`src/rtl/ssd_scan.sv`:
```
// Four-digit common-anode seven-segment scanner: refresh prescaler, digit-scan index,
// hex-to-segment decode and leading-zero blanking, all display pins registered.
module ssd_scan #(
    parameter int REFRESH_DIV = 100000,
    parameter int DIV_W       = 17,
    parameter int BLANK_LZ    = 1
) (
    input  logic        ssd_clk,
    input  logic        ssd_rst,
    input  logic        ssd_en,
    input  logic [15:0] ssd_digits,
    input  logic [3:0]  ssd_dp_in,
    output logic [3:0]  ssd_an,
    output logic [6:0]  ssd_seg,
    output logic        ssd_dp
);

    localparam logic [DIV_W-1:0] DIV_LAST = DIV_W'(REFRESH_DIV - 1);
    localparam logic [DIV_W-1:0] DIV_ONE  = DIV_W'(1);

    function automatic logic [6:0] hex_to_seg(input logic [3:0] v);
        case (v)
            4'h0: hex_to_seg = 7'h40;
            4'h1: hex_to_seg = 7'h79;
            4'h2: hex_to_seg = 7'h24;
            4'h3: hex_to_seg = 7'h30;
            4'h4: hex_to_seg = 7'h19;
            4'h5: hex_to_seg = 7'h12;
            4'h6: hex_to_seg = 7'h02;
            4'h7: hex_to_seg = 7'h78;
            4'h8: hex_to_seg = 7'h00;
            4'h9: hex_to_seg = 7'h10;
            4'hA: hex_to_seg = 7'h08;
            4'hB: hex_to_seg = 7'h03;
            4'hC: hex_to_seg = 7'h46;
            4'hD: hex_to_seg = 7'h21;
            4'hE: hex_to_seg = 7'h06;
            default: hex_to_seg = 7'h0E;
        endcase
    endfunction

    logic [DIV_W-1:0] div_cnt;
    logic [1:0]       idx;
    logic             tick;
    logic [3:0]       dig;
    logic [3:0]       zero;
    logic [3:0]       lead_zero;
    logic             blank_slot;
    logic [3:0]       an_p0;
    logic [6:0]       seg_p0;
    logic             dp_p0;

    assign tick = (div_cnt == DIV_LAST) && ssd_en;

    // Stage p0: decode the slot selected by idx from the live inputs
    always_comb begin
        zero         = 4'b0000;
        lead_zero    = 4'b0000;
        dig          = ssd_digits[{idx, 2'b00} +: 4];
        for (int k = 0; k < 4; k++) begin
            zero[k] = (ssd_digits[4*k +: 4] == 4'h0);
        end
        // Digit 0 always shows, even when the whole value is zero
        lead_zero[3] = zero[3];
        lead_zero[2] = zero[3] & zero[2];
        lead_zero[1] = zero[3] & zero[2] & zero[1];
        blank_slot   = (BLANK_LZ != 0) && lead_zero[idx];
        an_p0        = 4'b1111;
        seg_p0       = 7'h7F;
        dp_p0        = 1'b1;
        if (ssd_en && !blank_slot) begin
            an_p0  = ~(4'b0001 << idx);
            seg_p0 = hex_to_seg(dig);
            dp_p0  = ~ssd_dp_in[idx];
        end
    end

    // Stage p1: scan state advance and registered display pins
    always_ff @(posedge ssd_clk or posedge ssd_rst) begin
        if (ssd_rst) begin
            div_cnt <= '0;
            idx     <= 2'd0;
            ssd_an  <= 4'b1111;
            ssd_seg <= 7'h7F;
            ssd_dp  <= 1'b1;
        end else begin
            if (ssd_en) begin
                div_cnt <= tick ? '0 : div_cnt + DIV_ONE;
            end
            if (tick) begin
                idx <= idx + 2'd1;
            end
            ssd_an  <= an_p0;
            ssd_seg <= seg_p0;
            ssd_dp  <= dp_p0;
        end
    end

endmodule

```
`config.mk`:
```
export PLATFORM = sky130hd
export DESIGN_NAME = ssd_scan
export DESIGN_NICKNAME = d
export VERILOG_FILES = /design/src/rtl/ssd_scan.sv
export SDC_FILE = /design/constraint.sdc
export NUM_CORES = 1
export LEC_CHECK = 0
export CORE_UTILIZATION = 54
export CTS_BUF_LIST = sky130_fd_sc_hd__clkbuf_4
export CTS_CLUSTER_DIAMETER = 120
export DETAILED_ROUTE_END_ITERATION = 10
export PLACE_DENSITY = 0.8
export SLEW_MARGIN = 10
export SYNTH_ARGS = -nofsm -noshare
export SYNTH_HDL_FRONTEND = slang
export SYNTH_SLANG_ARGS = --single-unit
```
`constraint.sdc`:
```
create_clock -name ssd_clk -period 2.6 [get_ports ssd_clk]
set_input_delay 0.52 -clock ssd_clk [delete_from_list [all_inputs] [get_ports ssd_clk]]
set_output_delay 0.52 -clock ssd_clk [all_outputs]
set_load 0.01 [all_outputs]
```
==> results.ini, run 1 <==
[status]
run_status = finished, final reports clean

[power]
leakage_nw = 0.971
finalPower_mw = 1.10
ir_drop_v = 0.000202
powerDensity_nw_per_um2 = 477

[clock_network]
worstSkewPairLatency_ns = 0.33
postCtsHoldBufs = 0
cts_resized = 0
cts_buffers = 5
cts_max_path_buffers = 2
cts_tree = built
cts_root_buffer = clkbuf_4
path_clk_slew_ns = 0.10
cts.sink_count = 31
postCtsSetupBuffers = 0
htreeDepth = 2

[die]
fp.dieH_um = 60.9
start_util_pct = 56.1
num_rows = 21
pin_count = 35
fp.coreArea_sq_um = 3340
dieArea_sq_um = 3710
die_x_um = 60.9

[logic_synthesis]
syn_inst = 172
synthAdderAreaFrac_pct = 7.35
dominantRegCellSynth = dfrtp_1
synth-compound-area-share_pct = 6.28
syn_nets = 206
synth-edff-count = 0
synth_top_family_by_area = simple AND/OR/NAND/NOR gates
synthMuxAreaShare_pct = 13.5
ys_seq_elements = 31
async_reset_ff_share_pct = 100
synth-seq-area-share_pct = 42.2
yosys_warnings = 0
synthSimpleGateAreaFrac_pct = 18.2
synthTopCellsByArea = dfrtp_1 25%, dfstp_2 17%, ha_1 7.3%
synth.top_cell.area_share_pct = 25.4
synth.distinct_cells = 39
yosys.area.top_type = dfrtp_1
synth_area_per_cell_sq_um = 10.9
netlist_area_sq_um = 1870
synthXorXnorAreaFrac_pct = 8.42

[worst_setup_path]
crit_family = buffers and inverters
crit_chain = clkdlybuf4s50_1 > mux4_2 > inv_1 > ha_1 > nor3_1 > o21a_1 > o31ai_1
r2r_start = idx[0]
end_kind = flip-flop
slowest_delay_ns = 0.54
cp.arrival_ns = 2.40
crit_cells = 7
cp_slowest_cell = mux4_2
criticalPathCategory = input pin to flip-flop
cp.required_ns = 2.85
r2r_setup_slack_ns = 0.49
worstSetupStartpointType = input pin
r2r-end = ssd_seg[0]
worst_r2r_path_depth = 6
critPathMaxFanout = 5
critPathBufInv = 2

[layout]
ff_latch_area_sq_um = 791
nNetsFinal = 242
n_antenna_cell = 0
drive_gt1_share_pct = 16.3
multi_input_area_sq_um = 1010
areaGrowthSynthToFinish_pct = 22.8
fin_util_pct = 69.0
n_fill_cell = 264

[route]
drtIter0Drc = 80
dr.pass1.iters = 4
detail-route-antenna-nets = 0
drc_errors = 0
dr_total_vias = 1478
via_per_inst = 5.80
wl_mm = 3.94
wl_per_cell_um = 15.4

[sta]
skew_ns = 0.00870
setup_viol = 0
relSlewSlack_pct = 68.9
period_minus_slack_ns = 2.16
tightest_slew_ns = 0.465
slew_viol_final = 0
tns_ns = 0
hold_viol_final = 0
rsz0062_at_grt = false
post-route-period-util_pct = 83.0
fmax_mhz = 463

[global_routing]
grt_pass1_wl_mm = 6.38
overflow = 0
grt_pass1_vias = 1486
grtUsageTotal_pct = 24.1
grt_max_degree = 32
antenna_found_initial = 0

[placement]
finalWeightedCongestion = 0.831
dp_hpwl_mm = 3.13
port_buffers = 34

[worst_hold_path]
hold_depth = 1
hold_start = div_cnt[11]
hp-class = flip-flop to flip-flop
hold_end = div_cnt[11]

[job]
maxCapViolations = 0

[layer usage]
metal | vias up | GRT usage, % | share of wire, %
li1 | 690 | - | -
met1 | 721 | 26.1 | 40
met2 | 57 | 43.2 | 53
met3 | 10 | 7.46 | 5.1
met4 | 0 | 11.0 | 1.8
met5 | - | 0 | 0
[flip-flops by register name, summed over array words and instances (netlist names)]
name and cells:
ssd_dp 1, idx 2, ssd_seg 7, div_cnt 17, ssd_an 4
[power breakdown]
| group | internal [mW] | switching, mW | total (mW) | leakage (nW) |
|---|---|---|---|---|
| clock | 0.126 | 0.161 | 0.287 | 0.0361 |
| combinational | 0.115 | 0.107 | 0.222 | 0.560 |
| sequential | 0.538 | 0.0491 | 0.587 | 0.376 |
| total | 0.779 | 0.317 | 1.10 | 0.971 |
[final cells by class]
type / count / area share, %
Multi-Input combinational cell: 126 / 43.7
Clock buffer: 7 / 2.28
Inverter: 7 / 1.14
Sequential cell: 31 / 34.4
Timing Repair Buffer: 37 / 15.8
Tap cell: 46 / 2.50
Clock inverter: 1 / 0.218
[how the worst max path moves through the flow]
stage	startpoint	endpoint	slack, ns
6_report	ssd_digits[12]	ssd_seg[0]	0.44
5_1_grt	idx[0]	ssd_seg[0]	0.38
4_1_cts	ssd_digits[12]	ssd_seg[0]	0.46
3_5_place_dp	ssd_digits[12]	ssd_seg[0]	0.11
3_3_place_gp	ssd_digits[13]	ssd_seg[0]	0.22
2_1_floorplan	idx[0]	ssd_seg[0]	0.69
[cells in the final DEF (no fill, tap or decap), drive strengths merged, types with 7 or more instances in the layout]
| cell | n |
|---|---|
| nand2 | 14 |
| xor2 | 8 |
| xnor2 | 10 |
| dfrtp | 19 |
| nand3 | 9 |
| clkdlybuf4s50 | 34 |
| mux2i | 8 |
| clkbuf | 7 |
| ha | 11 |
| inv | 7 |
| dfstp | 12 |
| nor2 | 9 |
[synthesized netlist by cell type, drive strengths merged (6+ instances only)]
master	n
dfstp	12
mux2i	8
dfrtp	19
xnor2	10
nor2	9
nand2	14
inv	7
nand4	6
ha	11
and3	6
nand3	9
xor2	8
[through the flow]
step,setup slack (ns),cells,area [sq um],hold slack (ns)
6_report,0.442,255,2300,0.503
4_1_cts,0.464,255,2300,0.506
3_3_place_gp,0.222,247,2240,0.462
3_5_place_dp,0.112,247,2240,0.489
2_1_floorplan,0.691,172,1870,0.438
5_1_grt,0.377,255,2300,0.530
[cell families (layout without fill, tap and decap cells)]
| kind of cell | after synthesis | count (layout) |
|---|---|---|
| xor+xnor | 18 | 18 |
| compound gates | 17 | 17 |
| buf+inv | 15 | 52 |
| flops | 31 | 31 |
| mux | 18 | 18 |
| fa+ha+maj | 11 | 11 |
| simple gates | 62 | 62 |
Note: power is estimated with default switching activity, not from simulation.
==> run 2: changes to the inputs <==
clock period = 2 ns   (was 2.6 ns; I/O delays follow)
==> run 2 against run 1 <==
  * Wire length is 8.3% higher
  * Design area rose by 6.1%
  * Worst setup slack worse by 0.42 ns
  * Sequential share of layout area decreased by 1.9 points
  * Via count is 6.0% higher
  * Critical path depth unchanged
  * Flip-flop and latch count stayed put
  * Die area did not move
==> results.ini, run 2 (synthesis gave the netlist of run 1 again) <==
[status]
run_status = finished, final reports clean

[clock_network]
path_clk_slew_ns = 0.10  ; about the same
postCtsHoldBufs = 0  ; unchanged
worstSkewPairLatency_ns = 0.33  ; about the same
cts_tree = built
cts_buffers = 5  ; unchanged
cts_root_buffer = clkbuf_4
cts_max_path_buffers = 2  ; unchanged
postCtsSetupBuffers = 0  ; unchanged
cts.sink_count = 31  ; unchanged
htreeDepth = 2  ; unchanged

[worst_setup_path]
worstSetupStartpointType = input pin
end_kind = flip-flop
slowest_delay_ns = 0.54  ; about the same
cp.required_ns = 2.25  ; -0.60 ns
criticalPathCategory = input pin to flip-flop
cp.arrival_ns = 2.23  ; -0.17 ns
cp_slowest_cell = mux4_2
crit_chain = clkdlybuf4s50_1 > mux4_2 > inv_1 > ha_1 > nor3_1 > o21a_1 > o31ai_2
critPathMaxFanout = 4  ; -1

[global_routing]
antenna_found_initial = 0  ; unchanged
grt_util_met3_pct = 6.82  ; -0.64 points
grt_pass1_wl_mm = 7.02  ; +10%
overflow = 0  ; unchanged
grt_pass1_vias = 1622  ; +9.2%
grt_max_degree = 32  ; unchanged
use_met1_pct = 30.4  ; +4.3 points
grtUsageTotal_pct = 26.0  ; +1.9 points
gr-usage-met2_pct = 45.8  ; +2.7 points
grt.busiest_layer = met2

[power]
finalPower_mw = 1.44  ; +32%
leakage_nw = 1.05  ; +8.4%
powerDensity_nw_per_um2 = 591  ; +24%
ir_drop_v = 0.000320  ; +59%

[layout]
fin_util_pct = 73.2  ; +4.2 points
n_antenna_cell = 0  ; unchanged
drive_gt1_share_pct = 24.2  ; +8.0 points
largest_reg_flops = 17  ; unchanged
largest-register = div_cnt
areaGrowthSynthToFinish_pct = 30.3
layout_common_cells = 34 x clkdlybuf4s50_1, 21 x buf_4, 18 x dfrtp_1
nNetsFinal = 260  ; +7.4%
final_area_sq_um = 2440  ; +6.1%
final_common_cell = clkdlybuf4s50_1
top_regs = div_cnt: 17 flops, ssd_seg: 7 flops, ssd_an: 4 flops

[sta]
relSlewSlack_pct = 69.7  ; +0.83 points
post-route-period-util_pct = 98.9
setup_viol = 0  ; unchanged
tightest_slew_ns = 0.452  ; -0.0123 ns
holdWs_ns = 0.435  ; -0.0681 ns
slew_viol_final = 0  ; unchanged
skew_ns = 0.0121  ; +0.00342 ns
fmax_mhz = 506
period_minus_slack_ns = 1.98
hold_viol_final = 0  ; unchanged

[route]
via_per_inst = 5.74  ; -0.97%
drc_errors = 0  ; unchanged
dr.pass1.iters = 4  ; unchanged
dr_total_vias = 1567  ; +6.0%
detail-route-antenna-nets = 0  ; unchanged
wl_per_cell_um = 15.6  ; +1.1%
drtIter0Drc = 110  ; +38%
wl_mm = 4.26  ; +8.3%

[die]
start_util_pct = 56.1  ; unchanged
die_x_um = 60.9  ; unchanged
pin_count = 35  ; unchanged
dieArea_sq_um = 3710  ; unchanged
fp.coreArea_sq_um = 3340  ; unchanged
fp.dieH_um = 60.9  ; unchanged
num_rows = 21  ; unchanged

[placement]
post_dp_cell_area_sq_um = 2380  ; +6.0%
port_buffers = 34  ; unchanged
finalWeightedCongestion = 0.822  ; -1.1%
dp_hpwl_mm = 3.36  ; +7.3%

[worst_hold_path]
hp-class = input pin to async pin

[job]
maxCapViolations = 0  ; unchanged

run 2: final cells by class:
type                    count  area, sq um
clock buffers               6         45.0
clock inverters             2         8.76
fillers                   254          896
inverters                   7         26.3
multi-input cells         126         1010
flip-flops and latches     31          792
well taps                  46         57.6
repair buffers             55          498
run 2: worst paths after layout:
path                                start     endpoint  depth (start not counted)  slack [ns]
setup / recovery           ssd_digits[12]   ssd_seg[0]                          7        0.02
hold / removal                    ssd_rst   div_cnt[5]                          3        0.43
setup reg to reg                   idx[0]   ssd_seg[0]                          6        0.07
hold reg to reg               div_cnt[15]  div_cnt[15]                          1        0.49
max in group asynchronous         ssd_rst       ssd_dp                          3        1.24
min in group ssd_clk          div_cnt[15]  div_cnt[15]                          1        0.49
run 2: through the flow:
stage	std cells	setup slack, ns	setup TNS (ns)
2_1_floorplan	172	0.0905	0
3_3_place_gp	265	-0.213	-0.955
3_5_place_dp	265	-0.342	-1.46
4_1_cts	273	0.00690	0
5_1_grt	273	-0.0134	-0.0134
6_report	273	0.0218	0
run 2: critical path, delay by kind of cell:
kind / cells / cell delay (ns)
buffers and inverters: 2 / 0.56
adders and majority gates: 1 / 0.20
AOI/OAI and AO/OA: 2 / 0.45
and+or+nand+nor: 1 / 0.07
muxes: 1 / 0.54
run 2: power breakdown:
group	internal, mW	total (mW)	switching [mW]
clock	0.145	0.364	0.218
sequential	0.700	0.765	0.0653
combinational	0.170	0.315	0.145
run 2: per-layer routing:
layer / vias up / share of wire (%) / wire length [um]
li1: 728 / - / -
met1: 779 / 41 / 1740
met2: 47 / 52 / 2230
met3: 13 / 4.7 / 202
met4: 0 / 2.1 / 91
met5: - / 0 / 0
run 2: what timing repair did:
action,in CTS,in global routing
resized for setup,1,3
setup endpoints to repair,1,1
pin swaps,0,0
gates cloned,0,0
==> variant 1: new RTL, settings of run 1 <==
`DIV_W`: 17 -> 21.
--- a/src/rtl/ssd_scan.sv
+++ b/src/rtl/ssd_scan.sv
@@ -2,7 +2,7 @@
 // hex-to-segment decode and leading-zero blanking, all display pins registered.
 module ssd_scan #(
     parameter int REFRESH_DIV = 100000,
-    parameter int DIV_W       = 17,
+    parameter int DIV_W       = 21,
     parameter int BLANK_LZ    = 1
 ) (
     input  logic        ssd_clk,
Behaviour: no difference found for any inputs over 10 cycles, from zero or initial values and one cycle with ssd_rst high; that may be too few to reach the edited logic, so the function may still have changed.
==> variant 1 against run 1 <==
- synthesized area grew 11%
- design area increased by 9.6%
- wire length up 8.0%
- final cell count rose by 8.6%
- worst setup slack worse by 23 ps
- sequential cell count grew 4
- clock skew grew 1.9 ps
- utilization shrank 0.054 points
- clock power rose by 1%
- total power rose by 5.9%
- sequential share of layout area grew 0.95 points
- combinational power is 2% lower
- register-to-register slack barely moved
- critical endpoint is now ssd_seg[1]
==> variant 1: results (changes against run 1) <==
[synth]
synthTopCellsByCount = sky130_fd_sc_hd__dfrtp_1, sky130_fd_sc_hd__xor2_1, sky130_fd_sc_hd__dfstp_2, sky130_fd_sc_hd__nand2_1, sky130_fd_sc_hd__ha_1
post_synth_main_area_contributors = sky130_fd_sc_hd__dfrtp_1, sky130_fd_sc_hd__dfstp_2, sky130_fd_sc_hd__xor2_1
synth_nets = 224  ; +8.7%
postSynth.asyncResetShare = 1.00  ; unchanged
synth_seq_area_share = 0.429  ; +0.00700
ys_types = 45  ; +15%

[global_route]
grt_use_met3 = 0.0589  ; -0.0157
first_global_vias = 1634  ; +10%
maximum_number_of_pins_on_one_net_before_global_route_repair = 29  ; -9.4%
antenna_violations_before_repair = 0  ; unchanged
gr-usage-met2 = 0.410  ; -0.0221
grtUsageMet1 = 0.286  ; +0.0253
first_pass_grt_wire_length_um = 7440  ; +17%
grt_use_total = 0.240  ; -0.00147

[power]
leakagePower_uw = 0.00107  ; +9.6%
ir_worst_vdd_mv = 0.251  ; +25%

[setup_path]
timing.critical_path.arrival_ps = 2390
largest_driver_fanout_on_the_critical_path = 5  ; unchanged
timing.rr.end = ssd_seg[1]
startpoint = ssd_digits[12]
critical-path-max-stage-delay_ps = 550
worst-r2r-cell-count = 6  ; unchanged
timing.reg2reg.setup_slack_ps = 490  ; about the same
r2r-start = idx[1]

[final_layout]
largestRegisters = div_cnt (21), ssd_seg (7), ssd_an (4)
fill_cells = 285  ; +8.0%
final_net_count = 262  ; +8.3%
drive_gt1_frac = 0.170  ; +0.00763

[place]
place.gp.congestion = 0.811  ; -2.4%
hpwlAfterDp_um = 3290  ; +5.0%
portBuffers = 34  ; unchanged

[min_path]
hold_start = div_cnt[20]
worst_hold_path_type = reg -> reg
whs_endpoint = div_cnt[20]

[route]
drt_total_wl_um = 4250  ; +8.0%
detailedRoute.firstPassIterationCount = 4  ; unchanged
drt_iter0_markers = 107  ; +34%
routed_via_density = 5.83  ; +0.53%

[timing]
finClkSkew_ps = 10.6  ; +1.88 ps
max_slew.worst_pin.slew_ps = 505  ; +40.0 ps
timing.hold.ws_ps = 499  ; -4.06 ps

[cts]
cts_inserted_buffers = 5  ; unchanged
number_of_instances_resized_during_post_cts_repair = 0  ; unchanged

[status]
outcome = finished, final reports clean

[variant 1: cell count changes in the layout (fill, tap and decap cells not counted), moves of 3 or more]
cell,run 1,this run
sky130_fd_sc_hd__xor2_1,8,16
sky130_fd_sc_hd__xnor2_1,10,6
sky130_fd_sc_hd__nor4_1,3,7
sky130_fd_sc_hd__dfrtp_1,19,23
sky130_fd_sc_hd__nor3_1,1,7
sky130_fd_sc_hd__and3_1,6,0
sky130_fd_sc_hd__nor4b_1,3,0
[variant 1: per-stage QoR]
step / cell area, um^2 / std cells / worst slack (ps)
after global placement: 2460 / 269 / 237
after CTS: 2520 / 277 / 482
final: 2520 / 277 / 419
after global routing: 2520 / 277 / 337
after floorplan: 2080 / 190 / 674
after detailed placement: 2460 / 269 / 132
[variant 1: report_power, final]
group	internal (uW)	switching [uW]	total (uW)	leakage (uW)
Combinational	117	100	217	0.000602
Clock	126	165	291	0.0000361
Sequential	600	53.0	653	0.000427
[variant 1: per-layer routing]
layer / wire, um / part of all wire / vias up
met3: 191 / 0.045 / 13
li1: - / - / 766
met1: 1810 / 0.43 / 787
met5: 0 / 0 / -
met2: 2150 / 0.51 / 48
met4: 105 / 0.025 / 0
[variant 1: cells by family (layout without fill, tap and decap cells)]
kind of cell             count (synthesis)  count (layout)  synth area share
adder cells (fa/ha/maj)                 11              11            0.0663
XOR/XNOR                                22              22            0.0928
flip-flops                              35              35             0.429
AO/OA/AOI/OAI                           17              17            0.0573
AND/OR/NAND/NOR                         73              73             0.206
buffers and inverters                   16              55            0.0362
multiplexers                            16              16             0.112
[variant 1: area by class of cell]
type                            instances  share of cell area
Clock buffer                            7              0.0208
Sequential cell                        35               0.353
Clock inverter                          1             0.00198
Tap cell                               48              0.0238
Multi-Input combinational cell        139               0.440
Inverter                                9              0.0134
Timing Repair Buffer                   38               0.147
==> variant 2: new RTL, config.mk and constraints of run 1 <==
Made on the original files. Register the output `ssd_seg` once more, cleared by the reset; this adds one clock of latency there. The other outputs are not delayed to match.
--- a/src/rtl/ssd_scan.sv
+++ b/src/rtl/ssd_scan.sv
@@ -17,6 +17,8 @@
 
     localparam logic [DIV_W-1:0] DIV_LAST = DIV_W'(REFRESH_DIV - 1);
     localparam logic [DIV_W-1:0] DIV_ONE  = DIV_W'(1);
+
+    logic [6:0] ssd_seg_s0;
 
     function automatic logic [6:0] hex_to_seg(input logic [3:0] v);
         case (v)
@@ -81,7 +83,7 @@
             div_cnt <= '0;
             idx     <= 2'd0;
             ssd_an  <= 4'b1111;
-            ssd_seg <= 7'h7F;
+            ssd_seg_s0 <= 7'h7F;
             ssd_dp  <= 1'b1;
         end else begin
             if (ssd_en) begin
@@ -91,8 +93,16 @@
                 idx <= idx + 2'd1;
             end
             ssd_an  <= an_p0;
-            ssd_seg <= seg_p0;
+            ssd_seg_s0 <= seg_p0;
             ssd_dp  <= dp_p0;
+        end
+    end
+
+    always_ff @(posedge ssd_clk or posedge ssd_rst) begin
+        if (ssd_rst) begin
+            ssd_seg <= '0;
+        end else begin
+            ssd_seg <= ssd_seg_s0;
         end
     end
 
Formal check against the unedited RTL: not equivalent (a bounded check fails within 4 cycles, from zero or initial values and one cycle with ssd_rst high).
==> variant 2 against run 1 <==
- via count increased by 2.6%
- global-route usage decreased by 2.9 points
- die area increased by 9.5%
- count of clock-buffer cells in the layout decreased by 1
- synthesized area increased by 9.8%
- design area increased by 8.2%
- sequential cell count increased by 7
- utilization decreased by 0.98 points
- total power increased by 10%
- worst setup slack improved by 4.8 ps
- wire length decreased by 2.1%
- non-clock buffer count increased by 1
- critical path type unchanged
- highest routed layer unchanged
==> variant 2: results (changes against run 1) <==
[synth]
post_synth_main_area_contributors = sky130_fd_sc_hd__dfrtp_1, sky130_fd_sc_hd__dfstp_2, sky130_fd_sc_hd__ha_1
synthTopCellsByCount = sky130_fd_sc_hd__dfrtp_1, sky130_fd_sc_hd__dfstp_2, sky130_fd_sc_hd__ha_1
synth_seq_area_share = 0.470  ; +0.0474
synth_nets = 213  ; +3.4%
postSynth.asyncResetShare = 1.00  ; unchanged
ys_types = 41  ; +5.1%
synthesis.yosys.warnings = 0  ; unchanged
yosys_most_used_dff = sky130_fd_sc_hd__dfrtp_1

[place]
place.gp.congestion = 0.811  ; -2.4%
hpwlAfterDp_um = 3010  ; -3.7%
portBuffers = 34  ; unchanged

[route]
dr_total_vias = 1517  ; +2.6%
drt_iter0_markers = 76  ; -5.0%
wl_per_cell_um = 14.5  ; -5.8%
detailedRoute.firstPassIterationCount = 4  ; unchanged

[power]
ir_worst_vdd_mv = 0.356  ; +76%
leakagePower_uw = 0.00106  ; +8.6%

[final_layout]
drive_gt1_frac = 0.157  ; -0.00600
largestRegisters = div_cnt (17), ssd_seg (7), ssd_seg_s0 (7)
fill_cells = 277  ; +4.9%
final_net_count = 250  ; +3.3%
n_antenna_cell = 0  ; unchanged

[setup_path]
timing.critical_path.arrival_ps = 2380  ; -20 ps
largest_driver_fanout_on_the_critical_path = 5  ; unchanged

[cts]
cts_post_setup_buffers_inserted = 0  ; unchanged
number_of_instances_resized_during_post_cts_repair = 0  ; unchanged
worstSkewPairLatency_ps = 320
worst_setup_hold_path_clk_slew_ps = 100  ; about the same
cts_inserted_buffers = 5  ; unchanged
clock-root-buffer = sky130_fd_sc_hd__clkbuf_4
clk_path_buf_depth = 2  ; unchanged
htree_levels = 2  ; unchanged

[timing]
finClkSkew_ps = 8.49  ; -0.211 ps
max_slew.worst_pin.slew_ps = 482  ; +17.3 ps

[min_path]
worst_hold_path_type = reg -> reg

[global_route]
maximum_number_of_pins_on_one_net_before_global_route_repair = 39  ; +22%
first_global_vias = 1485  ; -0.067%
antenna_violations_before_repair = 0  ; unchanged
first_pass_grt_wire_length_um = 6640  ; +4.0%
grt_use_total = 0.213  ; -0.0288

[status]
outcome = finished, final reports clean

[variant 2: power breakdown]
part           switching [uW]  total, uW  leakage (uW)  internal, uW
clock                     171        284     0.0000331           112
sequential               58.4        715      0.000441           657
combinational            94.9        211      0.000581           117
[variant 2: routing by layer]
metal	global-route usage	wire length [um]
met5	0	0
met4	0.0739	29
met3	0.0525	162
met2	0.360	2010
met1	0.262	1650
[variant 2: area by class of cell]
cell class,instances,area [um^2],area share
flip-flops and latches,38,966,0.388
inverters,10,37.5,0.0151
repair buffers,38,370,0.149
clock buffers,6,45.0,0.0181
clock inverters,2,8.76,0.00352
well taps,48,60.1,0.0241
multi-input cells,123,1000,0.402
[variant 2: logic make-up (layout without fill, tap and decap cells)]
| family | Yosys count | after routing | share of synthesized area |
|---|---|---|---|
| buffers and inverters | 18 | 56 | 0.0438 |
| AO/OA/AOI/OAI | 20 | 20 | 0.0687 |
| adder cells (fa/ha/maj) | 11 | 11 | 0.0669 |
| flip-flops | 38 | 38 | 0.470 |
| multiplexers | 15 | 15 | 0.108 |
| AND/OR/NAND/NOR | 59 | 59 | 0.166 |
| XOR/XNOR | 18 | 18 | 0.0766 |
[variant 2: worst max-delay path, cell delays in order]
cell and delay, ps:
sky130_fd_sc_hd__clkdlybuf4s50_1 430, sky130_fd_sc_hd__mux4_2 540, sky130_fd_sc_hd__inv_1 160, sky130_fd_sc_hd__ha_1 210, sky130_fd_sc_hd__nor3_1 70, sky130_fd_sc_hd__o21a_1 180, sky130_fd_sc_hd__o31ai_1 260
[variant 2: metrics by stage]
step | setup slack [ps] | hold WS [ps] | instances | util | cell area [um^2]
global placement | 233 | 380 | 257 | 0.665 | 2430
detailed placement | 164 | 381 | 257 | 0.665 | 2430
global route | 403 | 398 | 265 | 0.680 | 2490
finish | 447 | 394 | 265 | 0.680 | 2490
floorplan | 689 | 379 | 179 | - | 2060
CTS | 517 | 395 | 265 | 0.680 | 2490
[variant 2: path summary, 6_finish.rpt]
kind                       slack, ps  cells after the start      startpoint            end
setup / recovery                 450                      7  ssd_digits[12]  ssd_seg_s0[0]
hold / removal                   390                      0   ssd_seg_s0[4]     ssd_seg[4]
setup reg to reg                 490                      6          idx[1]  ssd_seg_s0[0]
hold reg to reg                  390                      0   ssd_seg_s0[4]     ssd_seg[4]
max in group asynchronous       1650                      3         ssd_rst  ssd_seg_s0[3]
min in group asynchronous        590                      3         ssd_rst    div_cnt[12]
